[src/rtl/ws2811_pkg.sv]
// ws2811_pkg
//   Shared constants for the WS2811 pattern provider family: colour width,
//   display mode encoding, wire colour-order selectors and the brightness
//   scaling helper used by every effect that drives the serialiser.
package ws2811_pkg;

    localparam int RGB_W = 24;

    typedef enum logic [1:0] {
        MODE_RAINBOW = 2'd0,
        MODE_SOLID   = 2'd1,
        MODE_CHASE   = 2'd2,
        MODE_OFF     = 2'd3
    } mode_t;

    localparam int ORDER_RGB = 0;
    localparam int ORDER_GRB = 1;

    // (c * (b + 1)) >> 8 : b = 255 leaves c untouched, b = 0 blanks it.
    // The product never exceeds 255 * 256, so 16 bits are enough.
    function automatic logic [7:0] scale8(input logic [7:0] c, input logic [7:0] b);
        logic [15:0] p;
        p = {8'd0, c} * ({8'd0, b} + 16'd1);
        return 8'(p >> 8);
    endfunction

endpackage

[src/rtl/ws2811_color_wheel.sv]
// ws2811_color_wheel
//   Combinational colour wheel: maps an 8-bit hue onto a fully saturated
//   {R,G,B} colour, fading R->G over 0..84, G->B over 85..169 and B->R
//   over 170..255.
// Ports:
//   hue  in   8       hue angle, 0..255
//   rgb  out  RGB_W   {R,G,B}
module ws2811_color_wheel
    import ws2811_pkg::*;
(
    input  logic [7:0]       hue,
    output logic [RGB_W-1:0] rgb
);

    logic [7:0] k;   // position inside the current third (0..85)
    logic [7:0] k3;  // 3*k, at most 255 so it fits in 8 bits

    always_comb begin
        k   = '0;
        k3  = '0;
        rgb = '0;
        if (hue < 8'd85) begin
            k   = hue;
            k3  = k + {k[6:0], 1'b0};
            rgb = {8'd255 - k3, k3, 8'd0};
        end else if (hue < 8'd170) begin
            k   = hue - 8'd85;
            k3  = k + {k[6:0], 1'b0};
            rgb = {8'd0, 8'd255 - k3, k3};
        end else begin
            k   = hue - 8'd170;
            k3  = k + {k[6:0], 1'b0};
            rgb = {k3, 8'd0, 8'd255 - k3};
        end
    end

endmodule

[src/rtl/ws2811_pattern_provider.sv]
// ws2811_pattern_provider
//   Per-LED colour source for the WS2811 serialiser. The serialiser pulses
//   'advance' after consuming each LED and 'serial_reset' at frame end; this
//   block tracks the LED position and returns that LED's colour two clocks
//   after the index moves. Mode and brightness are captured only at frame
//   boundaries so a frame never mixes two settings.
// Ports:
//   clock         in   1       system clock
//   reset         in   1       asynchronous active-low reset
//   advance       in   1       rising edge: move to next LED (saturates)
//   serial_reset  in   1       rising edge: frame end, restart at LED 0
//   mode          in   2       RAINBOW / SOLID / CHASE / OFF
//   brightness    in   8       global scale, 255 = full
//   solid_rgb     in   RGB_W   {R,G,B} colour for SOLID and CHASE
//   rgb           out  RGB_W   current LED colour, wire order per ORDER
//   led_index     out  IDX_W   current LED index
//   last_led      out  1       led_index == NUM_LEDS-1
//   frame_count   out  16      completed frames, wrapping
module ws2811_pattern_provider
    import ws2811_pkg::*;
#(
    parameter  int NUM_LEDS   = 200,
    parameter  int HUE_SPREAD = 1,
    parameter  int PHASE_STEP = 1,
    parameter  int CHASE_LEN  = 4,
    parameter  int ORDER      = ORDER_RGB,
    localparam int IDX_W      = $clog2(NUM_LEDS)
) (
    input  logic             clock,
    input  logic             reset,
    input  logic             advance,
    input  logic             serial_reset,
    input  logic [1:0]       mode,
    input  logic [7:0]       brightness,
    input  logic [RGB_W-1:0] solid_rgb,
    output logic [RGB_W-1:0] rgb,
    output logic [IDX_W-1:0] led_index,
    output logic             last_led,
    output logic [15:0]      frame_count
);

    localparam logic [IDX_W-1:0] LAST    = IDX_W'(NUM_LEDS - 1);
    localparam logic [IDX_W-1:0] LAST_M1 = IDX_W'(NUM_LEDS - 2);
    localparam logic [IDX_W:0]   NUM_W   = (IDX_W+1)'(NUM_LEDS);
    localparam logic [IDX_W:0]   CHASE_W = (IDX_W+1)'(CHASE_LEN);
    localparam logic [7:0]       PSTEP   = 8'(PHASE_STEP);

    // ---------------- edge detection ----------------
    logic adv_q, srst_q;
    logic adv_rise, srst_rise;

    assign adv_rise  = advance & ~adv_q;
    assign srst_rise = serial_reset & ~srst_q;

    // ---------------- counters and frame latches ----------------
    logic [7:0]       phase;
    logic [IDX_W-1:0] chase_pos;
    mode_t            mode_q;
    logic [7:0]       bright_q;

    always_ff @(posedge clock or negedge reset) begin
        if (!reset) begin
            adv_q       <= 1'b0;
            srst_q      <= 1'b0;
            led_index   <= '0;
            last_led    <= 1'b0;
            phase       <= '0;
            chase_pos   <= '0;
            frame_count <= '0;
            mode_q      <= MODE_RAINBOW;
            bright_q    <= 8'hFF;
        end else begin
            adv_q  <= advance;
            srst_q <= serial_reset;
            // Frame end takes priority; a coincident advance is discarded.
            if (srst_rise) begin
                led_index   <= '0;
                last_led    <= 1'b0;
                phase       <= phase + PSTEP;
                chase_pos   <= (chase_pos == LAST) ? '0 : chase_pos + 1'b1;
                frame_count <= frame_count + 16'd1;
                mode_q      <= mode_t'(mode);
                bright_q    <= brightness;
            end else if (adv_rise && led_index != LAST) begin
                led_index <= led_index + 1'b1;
                last_led  <= (led_index == LAST_M1);
            end
        end
    end

    // ---------------- stage 1: base colour ----------------
    logic [7:0]       hue;
    logic [RGB_W-1:0] wheel_rgb;
    logic [IDX_W:0]   chase_dist;
    logic [RGB_W-1:0] base;
    logic [RGB_W-1:0] base_q;
    logic [7:0]       bright_s1;

    // Only the low 8 bits of index*spread matter since hue wraps at 256.
    assign hue = phase + 8'(32'(led_index) * 32'(HUE_SPREAD));

    ws2811_color_wheel u_wheel (
        .hue (hue),
        .rgb (wheel_rgb)
    );

    // Distance from the chase head, modulo NUM_LEDS, without a divider.
    always_comb begin
        chase_dist = '0;
        if (led_index >= chase_pos)
            chase_dist = {1'b0, led_index} - {1'b0, chase_pos};
        else
            chase_dist = {1'b0, led_index} + NUM_W - {1'b0, chase_pos};
    end

    always_comb begin
        base = '0;
        case (mode_q)
            MODE_RAINBOW: base = wheel_rgb;
            MODE_SOLID:   base = solid_rgb;
            MODE_CHASE:   base = (chase_dist < CHASE_W) ? solid_rgb : '0;
            default:      base = '0;
        endcase
    end

    // Brightness travels with the colour so a pixel is always scaled by the
    // setting of the frame it belongs to.
    always_ff @(posedge clock or negedge reset) begin
        if (!reset) begin
            base_q    <= '0;
            bright_s1 <= 8'hFF;
        end else begin
            base_q    <= base;
            bright_s1 <= bright_q;
        end
    end

    // ---------------- stage 2: scale and reorder ----------------
    logic [7:0] r_s, g_s, b_s;

    assign r_s = scale8(base_q[23:16], bright_s1);
    assign g_s = scale8(base_q[15:8],  bright_s1);
    assign b_s = scale8(base_q[7:0],   bright_s1);

    always_ff @(posedge clock or negedge reset) begin
        if (!reset)
            rgb <= '0;
        else if (ORDER == ORDER_GRB)
            rgb <= {g_s, r_s, b_s};
        else
            rgb <= {r_s, g_s, b_s};
    end

endmodule

[config.mk]
export PLATFORM = sky130hd
export DESIGN_NAME = ws2811_pattern_provider
export DESIGN_NICKNAME = d
export VERILOG_FILES = /design/src/rtl/ws2811_pkg.sv /design/src/rtl/ws2811_color_wheel.sv /design/src/rtl/ws2811_pattern_provider.sv
export SDC_FILE = /design/constraint.sdc
export NUM_CORES = 1
export LEC_CHECK = 0
export CORE_ASPECT_RATIO = 0.9
export CORE_MARGIN = 5
export CORE_UTILIZATION = 55
export DETAILED_ROUTE_END_ITERATION = 10
export PLACE_DENSITY = 0.75
export SLEW_MARGIN = 20
export SYNTH_ARGS = -nofsm -noshare
export SYNTH_HDL_FRONTEND = slang
export SYNTH_SLANG_ARGS = --single-unit
[constraint.sdc]
create_clock -name clock -period 7.15 [get_ports clock]
set_input_delay 1.0725 -clock clock [delete_from_list [all_inputs] [get_ports clock]]
set_output_delay 1.0725 -clock clock [all_outputs]
set_load 0.005 [all_outputs]
==> impl_results.md <==
- Status: finished, final reports clean
- Setup violations, final: 0
- Mapped Nets: 1660
- Worst skew pair latency: 0.37 ns
- Sw power: 2900 µW
- # rows: 52
- Pwr Density: 416 nW/µm²
- Fillers: 1926
- Crit path max fanout: 22
- Global-route wire length before repair: 48800 µm
- Clock slew at reported path FFs: 0.10 ns
- Mapped Area: 12700 µm²
- Clock root cell: clkbuf_16
- Worst-Margin Slew: 1.05 ns
- Final global-route overflow total: 0
- Setup bufs post-CTS: 0
- # nets final: 1735
- Post-route ant nets: 0
- Post-synthesis cell type count: 73
- Multi-input logic area: 9070 µm²
- Final slew viol count: 0
- 1st-pass router iterations: 4
- Yosys top cell area share: 0.201
- M1 GR Usage: 0.311
- Mapped Cells: 1337
- Final HPWL DP: 22100 µm
- Sink count of the clock tree: 109
- Async S/R FF share, synth: 1.00
- Yosys warning count: 0
- Flops & latches, synth: 109
- Die H: 154 µm
- Initial DRC count: 414
- Largest net degree at the start of global routing: 64
- Met3 Use GR: 0.0431
- Worst Path Arrival: 6.24 ns
- Largest cells by area after synthesis: fa_1 (20%), dfrtp_1 (18%), ha_1 (15%)
- Drt total wl: 28300 µm
- Fmax: 168 MHz
- Area Growth Syn to Fin: 11.8%
- Syn avg cell area: 9.52 µm²
- IO buf count: 86
- Final hold violation count: 0
- Placed cells: 1698
- Sum of negative setup slack: 0 ns
- Worst Setup Start Kind: flip-flop
- Sw Share: 0.490
- Sequential share of power: 0.172
- Worst rel slew slack: 0.299
- Final Skew: 0.0179 ns
- Grt met2 use: 0.375
- Post-CTS sizing: 0
- Most crowded layer after global routing: met2
- Crit end category: flip-flop
- I/O pins: 87
- Pleak: 0.00716 µW
- Clk pwr share: 0.095
- Maximum VDD drop: 0.357 mV
- CTS Hold Bufs: 0
- Layout cell share with drive strength beyond 1: 0.0558
- H-Tree Level Count: 3
- Clock tree buffer depth: 2
- Initial Util: 0.562
- Comb pwr share: 0.733
- Sequential area share after synthesis: 0.216
- Fin crit share: 0.830
- CTS tree: yes
- Seq. cell area: 2750 µm²
- Hold Crit Class: flip-flop to flip-flop
- Vias: 9302
- Per-cell routed wire length: 16.5 µm
- Core area: 22600 µm²
- Crit Path Class: flip-flop to flip-flop
- Via density per instance: 5.43
- RSZ-0062 raised after global routing: false
- Initial antenna violation count: 1
- # diodes: 0
- Cell taking the most area after synthesis: fa_1
- Vias in the first global route: 9897
- DIE WIDTH: 170 µm
- Cell Int Power: 3020 µW
- Final min period: 5.94 ns
- Max Cap Viol: 0
- DRC Markers: 0
- Total GRT Usage: 0.226
- Worst Path Required: 7.45 ns
- RD Place Congestion: 0.887
- Top FF cell, synth: dfrtp_1
- Clock buffer count from CTS: 9
- Post-Layout Cell Count: 1714
- Die area: 26300 µm²
- Post-synth EDFFs: 0
[worst max-delay path, cell delays in order, from the launching register on]
cell	delay [ns]
dfstp_2	0.81
ha_1	0.28
xor2_1	0.72
nand2_1	0.17
fa_1	0.50
fa_1	0.55
inv_1	0.05
fa_1	0.53
inv_1	0.06
fa_1	0.54
inv_1	0.05
ha_1	0.32
nand3_1	0.08
nand2_1	0.06
a41o_1	0.24
o221a_2	0.32
a211o_1	0.31
a21oi_2	0.15
xnor2_1	0.12
[cell type report]
class | count | area share
Multi-Input combinational cell | 988 | 0.638
Sequential cell | 109 | 0.193
Timing Repair Buffer | 95 | 0.0651
Inverter | 209 | 0.0552
Tap cell | 297 | 0.0261
Clock buffer | 9 | 0.0158
Clock inverter | 7 | 0.00704
[placed cells by master, fill, tap and decap left out, drive strengths merged, types with 39 or more instances in the layout]
cell type      count
nand2            105
and2             142
inv              215
xnor2             74
ha               157
dfrtp             93
nor2              52
fa               128
clkdlybuf4s50     85
a21oi             39
[Yosys cell counts (all sizes together) (3+ instances only)]
master,number
fa,128
xnor2,74
a31oi,4
a21oi,39
a211oi,5
and2,142
inv,209
and4,5
nand2b,5
nand3b,3
ha,157
o21bai,9
o21a,5
nand4,11
mux2i,3
o21ai,29
xor2,34
mux2,11
o31ai,4
a41o,3
dfstp,16
or2,6
a21o,15
nor2b,28
dfrtp,93
nor2,52
nand3,29
a211o,5
o221a,3
nor3,12
buf,6
or3,6
a32o,6
nand2,105
a22o,8
clkbuf,25
and3,10
[state kept, by name, indices dropped and copies added, names as in the netlist]
name and flops:
last_led 1, bright_q 8, bright_s1 8, led_index 8
mode_q 2, rgb 24, base_q 24, phase 8
chase_pos 8, frame_count 16, srst_q 1, adv_q 1
[power groups by stage]
stage | clock [µW] | combinational, µW | sequential [µW]
6_report | 562 | 4340 | 1020
5_1_grt | 599 | 4990 | 1040
4_1_cts | 576 | 4350 | 1010
3_5_place_dp | 0 | 4300 | 1020
3_3_place_gp | 0 | 4180 | 1020
2_1_floorplan | 0 | 3370 | 939
[metal layers]
layer  vias to the layer above  wire length (µm)
li1                       4466                 -
met5                         -                11
met4                         2               471
met1                      4574             12600
met3                        39              1620
met2                       221             13500
[worst paths after layout]
kind	from	to	slack [ns]	cells after the start
max	bright_s1[0]	rgb[15]	1.21	18
min	bright_q[6]	bright_s1[6]	0.36	0
max reg2reg	bright_s1[0]	rgb[15]	1.21	18
min reg2reg	bright_q[6]	bright_s1[6]	0.36	0
max in group asynchronous	reset	rgb[3]	5.20	2
min in group asynchronous	reset	last_led	0.69	1
[logic make-up after synthesis]
| group | count (synthesis) | share of synthesized area |
|---|---|---|
| and+or+nand+nor | 425 | 0.178 |
| buffers and inverters | 240 | 0.0718 |
| DFF | 109 | 0.216 |
| adders and majority gates | 285 | 0.356 |
| muxes | 14 | 0.0121 |
| AOI/OAI and AO/OA | 156 | 0.0895 |
| xor gates and xnor gates | 108 | 0.0770 |
[metrics by stage]
stage | worst slack, ns | power (µW) | instance area [µm²] | hold WS [ns] | utilization
after CTS | 1.18 | 5940 | 14200 | 0.362 | 0.628
after global routing | 0.891 | 6630 | 14200 | 0.366 | 0.628
final | 1.21 | 5920 | 14200 | 0.359 | 0.628
after global placement | 1.38 | 5200 | 13900 | 0.356 | 0.614
after floorplan | 1.89 | 4310 | 12700 | 0.352 | -
after detailed placement | 1.24 | 5330 | 13900 | 0.357 | 0.614
(Power assumes the default switching activity.)
